File: src/rtl/rain_pkg.sv
`default_nettype none
// +--------------------------------------------------------------------------+
// | rain_pkg : constants and types shared by the nRain generator and gauge.  |
// | Rev 1.0                                                                  |
// +--------------------------------------------------------------------------+
package rain_pkg;

    localparam int RAIN_PULSE_01MM = 28;
    localparam int RAIN_MAX_01MM   = 99999;

    typedef logic [3:0] bcd_digit_t;

    typedef enum logic [2:0] {
        IDLE = 3'd0,
        LOAD = 3'd1,
        LOW  = 3'd2,
        GAP  = 3'd3,
        DONE = 3'd4
    } rain_gen_state_t;

endpackage
`default_nettype wire

File: src/rtl/rain_pulse_gen_if.sv
`default_nettype none
// +--------------------------------------------------------------------------+
// | rain_pulse_gen_if : request/status bundle of the nRain pulse generator.  |
// | Rev 1.0                                                                  |
// +--------------------------------------------------------------------------+
interface rain_pulse_gen_if;
    import rain_pkg::*;

    logic        start;
    logic        abort;
    bcd_digit_t  target_hundreds_bcd;
    bcd_digit_t  target_tens_bcd;
    bcd_digit_t  target_units_bcd;
    bcd_digit_t  target_tenths_bcd;
    bcd_digit_t  target_hundredths_bcd;
    logic        nRain;
    logic        busy;
    logic        done;
    logic        error;
    logic        aborted;
    logic [15:0] pulses_sent;
    logic [16:0] residual_01mm;

    modport master (
        output start, abort,
        output target_hundreds_bcd, target_tens_bcd, target_units_bcd,
        output target_tenths_bcd, target_hundredths_bcd,
        input  nRain, busy, done, error, aborted, pulses_sent, residual_01mm
    );

    modport slave (
        input  start, abort,
        input  target_hundreds_bcd, target_tens_bcd, target_units_bcd,
        input  target_tenths_bcd, target_hundredths_bcd,
        output nRain, busy, done, error, aborted, pulses_sent, residual_01mm
    );

endinterface
`default_nettype wire

File: src/rtl/rain_bcd_to_bin.sv
`default_nettype none
// +--------------------------------------------------------------------------+
// | rain_bcd_to_bin : five-cycle sequential BCD accumulator, hundreds first. |
// | Rev 1.0                                                                  |
// +--------------------------------------------------------------------------+
module rain_bcd_to_bin
    import rain_pkg::*;
(
    input  wire logic             Clock,
    input  wire logic             nReset,
    input  wire logic             load,
    input  wire bcd_digit_t [4:0] digits,
    output logic                  result_valid,
    output logic [16:0]           result,
    output logic [16:0]           partial,
    output logic                  bcd_error
);

    bcd_digit_t [4:0] digit_sr;
    logic [2:0]       count;
    logic             active;
    logic [16:0]      acc;
    logic             err_seen;
    bcd_digit_t       cur_digit;
    logic [16:0]      acc_next;

    assign cur_digit = digit_sr[4];
    assign acc_next  = 17'(acc * 17'd10) + {13'd0, cur_digit};

    // The final digit is folded in combinationally so the caller can branch
    // in the same cycle the last digit is consumed.
    assign result_valid = active && (count == 3'd4);
    assign result       = acc_next;
    assign partial      = acc;
    assign bcd_error    = err_seen || (cur_digit > 4'd9);

    always_ff @(posedge Clock or negedge nReset) begin
        if (!nReset) begin
            digit_sr <= '0;
            count    <= 3'd0;
            active   <= 1'b0;
            acc      <= 17'd0;
            err_seen <= 1'b0;
        end else if (load) begin
            digit_sr <= digits;
            count    <= 3'd0;
            active   <= 1'b1;
            acc      <= 17'd0;
            err_seen <= 1'b0;
        end else if (active) begin
            digit_sr <= {digit_sr[3:0], 4'h0};
            count    <= count + 3'd1;
            acc      <= acc_next;
            err_seen <= bcd_error;
            if (count == 3'd4)
                active <= 1'b0;
        end
    end

endmodule
`default_nettype wire

File: src/rtl/rain_pulse_gen.sv
`default_nettype none
// +--------------------------------------------------------------------------+
// | rain_pulse_gen : turns a ddd.dd mm BCD target into active-low nRain      |
// | pulses, one per 0.28 mm, by repeated subtraction.      Rev 1.0           |
// +--------------------------------------------------------------------------+
module rain_pulse_gen
    import rain_pkg::*;
#(
    parameter int LOW_CYCLES = 4,
    parameter int GAP_CYCLES = 4
)(
    input  wire logic        Clock,
    input  wire logic        nReset,
    rain_pulse_gen_if.slave  bus
);

    localparam logic [16:0] PULSE   = 17'(RAIN_PULSE_01MM);
    localparam logic [15:0] LOW_END = 16'(LOW_CYCLES - 1);
    localparam logic [15:0] GAP_END = 16'(GAP_CYCLES - 1);

    rain_gen_state_t state;
    rain_gen_state_t next_state;
    logic            busy;
    logic            done;
    logic            start_ok;
    logic [15:0]     timer;
    logic [16:0]     remaining;
    logic [16:0]     residual;
    logic [15:0]     pulses_sent;
    logic            nrain;
    logic            error;
    logic            aborted;

    logic            bcd_valid;
    logic [16:0]     bcd_result;
    logic [16:0]     bcd_partial;
    logic            bcd_error;

    assign start_ok = bus.start && !busy;

    rain_bcd_to_bin u_bcd (
        .Clock        (Clock),
        .nReset       (nReset),
        .load         (start_ok),
        .digits       ({bus.target_hundreds_bcd, bus.target_tens_bcd,
                        bus.target_units_bcd, bus.target_tenths_bcd,
                        bus.target_hundredths_bcd}),
        .result_valid (bcd_valid),
        .result       (bcd_result),
        .partial      (bcd_partial),
        .bcd_error    (bcd_error)
    );

    always_ff @(posedge Clock or negedge nReset) begin
        if (!nReset)
            state <= IDLE;
        else
            state <= next_state;
    end

    always_comb begin
        next_state = state;
        case (state)
            IDLE: if (bus.start) next_state = LOAD;
            LOAD: begin
                if (bus.abort)
                    next_state = DONE;
                else if (bcd_valid)
                    next_state = (bcd_error || (bcd_result < PULSE)) ? DONE : LOW;
            end
            LOW: begin
                if (bus.abort)
                    next_state = DONE;
                else if (timer == LOW_END)
                    next_state = GAP;
            end
            GAP: begin
                if (bus.abort)
                    next_state = DONE;
                else if (timer == GAP_END)
                    next_state = (remaining >= PULSE) ? LOW : DONE;
            end
            DONE:    next_state = bus.start ? LOAD : IDLE;
            default: next_state = IDLE;
        endcase
    end

    always_comb begin
        busy = 1'b0;
        done = 1'b0;
        case (state)
            LOAD, LOW, GAP: busy = 1'b1;
            DONE:           done = 1'b1;
            default:        ;
        endcase
    end

    // nRain is registered from next_state so it changes exactly on state entry.
    always_ff @(posedge Clock or negedge nReset) begin
        if (!nReset) begin
            nrain       <= 1'b1;
            timer       <= 16'd0;
            remaining   <= 17'd0;
            residual    <= 17'd0;
            pulses_sent <= 16'd0;
            error       <= 1'b0;
            aborted     <= 1'b0;
        end else begin
            nrain <= (next_state != LOW);
            timer <= (next_state != state) ? 16'd0 : timer + 16'd1;

            if (start_ok) begin
                pulses_sent <= 16'd0;
                error       <= 1'b0;
                aborted     <= 1'b0;
                residual    <= 17'd0;
            end

            if (next_state == LOW && state != LOW) begin
                pulses_sent <= pulses_sent + 16'd1;
                remaining   <= ((state == LOAD) ? bcd_result : remaining) - PULSE;
            end

            if (next_state == DONE && state != DONE) begin
                aborted <= bus.abort;
                if (bus.abort)
                    residual <= (state == LOAD) ? bcd_partial : remaining;
                else if (state == LOAD) begin
                    error    <= bcd_error;
                    residual <= bcd_error ? 17'd0 : bcd_result;
                end else
                    residual <= remaining;
            end
        end
    end

    assign bus.nRain         = nrain;
    assign bus.busy          = busy;
    assign bus.done          = done;
    assign bus.error         = error;
    assign bus.aborted       = aborted;
    assign bus.pulses_sent   = pulses_sent;
    assign bus.residual_01mm = residual;

endmodule
`default_nettype wire
File: src/flat_wrapper.sv
// flat-port wrapper written by rule: the top's interface ports become plain ports
module rain_pulse_gen_flat import rain_pkg::*;
#(
    parameter int LOW_CYCLES = 4,
    parameter int GAP_CYCLES = 4
)
  (Clock, nReset, bus_start, bus_abort, bus_target_hundreds_bcd, bus_target_tens_bcd, bus_target_units_bcd, bus_target_tenths_bcd, bus_target_hundredths_bcd, bus_nRain, bus_busy, bus_done, bus_error, bus_aborted, bus_pulses_sent, bus_residual_01mm);
  rain_pulse_gen_if bus_i ();
  input  wire logic Clock;
  input  wire logic nReset;
  input wire logic [$bits(bus_i.start)-1:0] bus_start;
  input wire logic [$bits(bus_i.abort)-1:0] bus_abort;
  input wire logic [$bits(bus_i.target_hundreds_bcd)-1:0] bus_target_hundreds_bcd;
  input wire logic [$bits(bus_i.target_tens_bcd)-1:0] bus_target_tens_bcd;
  input wire logic [$bits(bus_i.target_units_bcd)-1:0] bus_target_units_bcd;
  input wire logic [$bits(bus_i.target_tenths_bcd)-1:0] bus_target_tenths_bcd;
  input wire logic [$bits(bus_i.target_hundredths_bcd)-1:0] bus_target_hundredths_bcd;
  output wire logic [$bits(bus_i.nRain)-1:0] bus_nRain;
  output wire logic [$bits(bus_i.busy)-1:0] bus_busy;
  output wire logic [$bits(bus_i.done)-1:0] bus_done;
  output wire logic [$bits(bus_i.error)-1:0] bus_error;
  output wire logic [$bits(bus_i.aborted)-1:0] bus_aborted;
  output wire logic [$bits(bus_i.pulses_sent)-1:0] bus_pulses_sent;
  output wire logic [$bits(bus_i.residual_01mm)-1:0] bus_residual_01mm;
  assign bus_i.start = bus_start;
  assign bus_i.abort = bus_abort;
  assign bus_i.target_hundreds_bcd = bus_target_hundreds_bcd;
  assign bus_i.target_tens_bcd = bus_target_tens_bcd;
  assign bus_i.target_units_bcd = bus_target_units_bcd;
  assign bus_i.target_tenths_bcd = bus_target_tenths_bcd;
  assign bus_i.target_hundredths_bcd = bus_target_hundredths_bcd;
  assign bus_nRain = bus_i.nRain;
  assign bus_busy = bus_i.busy;
  assign bus_done = bus_i.done;
  assign bus_error = bus_i.error;
  assign bus_aborted = bus_i.aborted;
  assign bus_pulses_sent = bus_i.pulses_sent;
  assign bus_residual_01mm = bus_i.residual_01mm;
  rain_pulse_gen #(.LOW_CYCLES(LOW_CYCLES), .GAP_CYCLES(GAP_CYCLES)) u_core (.Clock(Clock), .nReset(nReset), .bus(bus_i));
endmodule
File: config.mk
export PLATFORM = sky130hd
export DESIGN_NAME = rain_pulse_gen_flat
export DESIGN_NICKNAME = d
export VERILOG_FILES = /design/src/rtl/rain_pkg.sv /design/src/rtl/rain_pulse_gen_if.sv /design/src/rtl/rain_bcd_to_bin.sv /design/src/rtl/rain_pulse_gen.sv /design/src/flat_wrapper.sv
export SDC_FILE = /design/constraint.sdc
export NUM_CORES = 1
export LEC_CHECK = 0
export ABC_AREA = 1
export CORE_ASPECT_RATIO = 0.5
export CORE_MARGIN = 3
export CORE_UTILIZATION = 30
export CTS_CLUSTER_SIZE = 28
export DETAILED_ROUTE_END_ITERATION = 8
export PLACE_DENSITY = 0.45
export SLEW_MARGIN = 15
export SYNTH_ARGS = -nofsm -noshare
export SYNTH_HDL_FRONTEND = slang
export SYNTH_SLANG_ARGS = --single-unit
File: constraint.sdc
create_clock -name Clock -period 7.2 [get_ports Clock]
set_input_delay 0.72 -clock Clock [delete_from_list [all_inputs] [get_ports Clock]]
set_output_delay 0.72 -clock Clock [all_outputs]
set_load 0.005 [all_outputs]
==> key figures <==
Drt
  • Drt total wl: 21000 um
  • Pre-antenna DRT Iters: 5
  • DRT iter0 DRCs: between 300 and 400
  • Remaining routing DRC violations: 0
  • WL per Instance: 15.0 um
  • Routed vias: around 6600
  • Post-route ant nets: 0
  • Via density: 4.73

STA
  • Setup WS post-layout: 2.72 ns
  • Crit path time final: 4.48 ns
  • Maximum clock rate: 223 MHz
  • Worst slew margin: 22.7%
  • RSZ-0062 raised after global routing: false
  • Post-route setup TNS: 0 ns
  • Fin. Hold Viols: 0
  • Worst-margin pin slew: between 1 and 1.5 ns
  • Worst Clk Skew: 0.0148 ns
  • Tcrit/Tclk final: 62.2%
  • Final max-slew violation count: 0
  • # setup viols final: 0

Synth
  • Seq/Total Area, Yosys: 38.8%
  • Largest area contributor in the netlist: dfrtp_1
  • Mux contribution to synthesized area: 0%
  • Commonest cells in the netlist: 290 x nand2_1, 146 x inv_1, 113 x dfrtp_1
  • Synth Area in Adders: under 10%
  • Simple-gate area share of the yosys netlist: 32.2%
  • Main combinational cell family by area after synthesis: simple AND/OR/NAND/NOR gates
  • Synth warn: 0
  • FFs w/ async S/R, synth: 100%
  • Top-area cell type share of the netlist area: 38.4%
  • Count leader, synth: nand2_1
  • Syn avg cell area: between 7 and 8 um^2
  • Post-Synth XOR/XNOR Area: 4.05%
  • Main synth FF type: dfrtp_1
  • Seq cells post-synth: 114
  • Compound-Gate Fraction of Synth Area: 8.94%
  • Number of synthesized flops with an enable pin: 0
  • Post-synth cell types: 42
  • Synth Net Count: 1057
  • Top post-synthesis cells by area: dfrtp_1 38%, nand2_1 15%, inv_1 7.4%
  • Mapped Cells: 998
  • Cell Area, Synth: 7360 um^2

Power
  • Sequential power share: 25.7%
  • Clock Power Share: about 25%
  • Pwr dens: 424 nW/um^2
  • P_int: 2.05 mW
  • Lkg Pwr: 4.33 nW
  • Sw frac: 45.5%
  • Max VDD drop: 140 uV
  • Comb power frac: between 40% and 50%
  • Psw: 1.71 mW

Worst setup path
  • Critical Path RT: 7.52 ns
  • Critical path class: reg -> reg
  • RR Endpoint: u_core.u_bcd.digit_sr[6]
  • Arr. time, crit path: ~4.8 ns
  • CP delay by family, top: buffers and inverters
  • Max stage delay cell, worst path: clkinv_1
  • CP Launch Type: flip-flop
  • Setup crit end kind: flip-flop
  • Worst Path Max Fanout: 27
  • Worst path bufs/invs: 5
  • CP cell instances: inv_1, nand3_1, inv_1, nor2_1, inv_1, nor2_2, buf_4, nor2_2, clkinv_1, o221ai_1
  • Max incr delay on CP: 0.94 ns
  • Worst-case reg-to-reg path depth: 10
  • Most used cell, CP: inv_1
  • R2R Path Start: u_core.state[2]
  • R2R Setup Slk: about 2.7 ns

Floorplanning
  • Die footprint: 26600 um^2
  • Starting density of the core: 31.4%
  • Row count: 39
  • Ports: between 60 and 70
  • Die width: between 200 and 250 um
  • Core area: between 20000 and 25000 um^2
  • Height of the die: about 120 um

Placement
  • Dpl hpwl: around 15000 um
  • Placed cell areas: 8240 um^2
  • Number of buffers added on ports: just over 60
  • Setup Slack @ Placement: 2.16 ns
  • Routability Congestion: 0.836

Global route
  • Vias in the first global route: 6480
  • First-pass GRT wire length: 34800 um
  • Initial antenna violation count: 0
  • GRT Util Overall: 17.0%
  • Largest net degree at the start of global routing: 74
  • Total grt overflow: 0

Cells and area
  • Layout cells sized above 1: between 7 and 8%
  • Fin area: a little under 9000 um^2
  • Ant diodes: 0
  • Core Util, Final: 37.8%
  • Filler cell count: 2479
  • Syn-to-layout area delta: 20.4%
  • Nets: about 1100

Clocking
  • Setup Buffers After CTS: 0
  • Clock Tree Root: clkbuf_16
  • Clock transition at path regs: around 0.060 ns
  • Hold-fix buffers, CTS: 0
  • Clock Path Buffers: 2
  • Post-cts sizing count: 0
  • Worst-skew pair later-pin latency: ~0.44 ns
  • CTS buffer count: 17
  • Htree depth: 4
  • # clock sinks: 114
  • CTS tree: done

Min path
  • Worst Hold Class: in -> async

Job
  • Maxcap violations: 0

Run status
  • Status: complete, no violations
## power by group through the flow
stage | logic, mW | clock network (mW) | registers, mW
after detailed placement | 1.88 | 0 | 0.974
after CTS | 1.89 | 0.944 | 0.967
final | 1.87 | 0.920 | 0.964
after floorplan | 1.36 | 0 | 0.926
after global placement | 1.88 | 0 | 0.973
after global routing | 2.16 | 0.968 | 0.990
## cell usage in the layout, fill, tap and decap left out, types with 4 or more instances in the layout
master	count
nand2_1	290
or2_2	11
nand2_2	9
o21ai_0	43
inv_1	146
nand3_2	6
nor2_2	8
xor2_1	24
dfrtp_1	113
a21oi_1	17
o22ai_1	14
inv_2	4
xnor2_1	10
nor3_1	25
nor4_1	6
clkinvlp_4	4
clkdlybuf4s50_1	60
clkbuf_16	17
ha_1	33
o221ai_1	5
o211ai_1	8
nand3_1	76
nor2_1	50
o21ai_1	16
nand4_1	34
bufinv_16	4
## cells by family after synthesis
kind of cell | Yosys count
AND/OR/NAND/NOR | 523
buffers and inverters | 178
AO/OA/AOI/OAI | 114
flip-flops | 114
adder cells (fa/ha/maj) | 35
XOR/XNOR | 34
## sequential cells by signal, indices dropped and copies added, names as in the netlist
signal / count
u_core.bus.error: 1
u_core.bus.residual_01mm: 17
u_core.timer: 16
u_core.u_bcd.count: 3
u_core.bus.pulses_sent: 16
u_core.u_bcd.cur_digit: 4
u_core.u_bcd.err_seen: 1
u_core.remaining: 17
u_core.bus.aborted: 1
u_core.u_bcd.partial: 17
u_core.state: 3
u_core.u_bcd.digit_sr: 16
u_core.bus.nRain: 1
u_core.u_bcd.active: 1
## final cells by class
cell class / count / area [um^2] / share of cell area [%]
Inverter: 152 / 571 / 6.44
Clock buffer: 20 / 447 / 5.04
Multi-Input combinational cell: 706 / 3780 / 42.6
Tap cell: 328 / 410 / 4.63
Sequential cell: 114 / 2850 / 32.2
Clock inverter: 12 / 181 / 2.05
Timing Repair Buffer: 63 / 623 / 7.03
## through the flow
step,total power [mW],std cells,hold WS [ns]
floorplan,2.28,998,0.424
global placement,2.85,1363,0.459
detailed placement,2.85,1363,0.462
CTS,3.80,1395,0.286
global route,4.12,1395,0.333
finish,3.76,1395,0.288
## worst max path at each step
stage	start	endpoint	slack, ns	depth (start not counted)
final	u_core.state[2]	u_core.u_bcd.digit_sr[6]	2.72	10
after global routing	u_core.state[2]	u_core.u_bcd.digit_sr[3]	2.20	10
after CTS	u_core.state[2]	u_core.u_bcd.digit_sr[6]	2.13	10
after detailed placement	u_core.state[2]	u_core.u_bcd.digit_sr[6]	2.16	10
after global placement	u_core.state[2]	u_core.u_bcd.digit_sr[6]	2.16	10
after floorplan	u_core.u_bcd.partial[1]	u_core.bus.residual_01mm[12]	3.86	23
## metal layers
layer	routed length, um	up-vias	GRT usage, %	part of all wire (%)
met2	9000	94	25.4	43
met4	294	0	5.38	1.4
met5	0	-	0	0
li1	-	3346	-	-
met1	11000	3132	24.7	53
met3	659	24	3.57	3.1
Note: power is estimated with default switching activity, not from simulation.
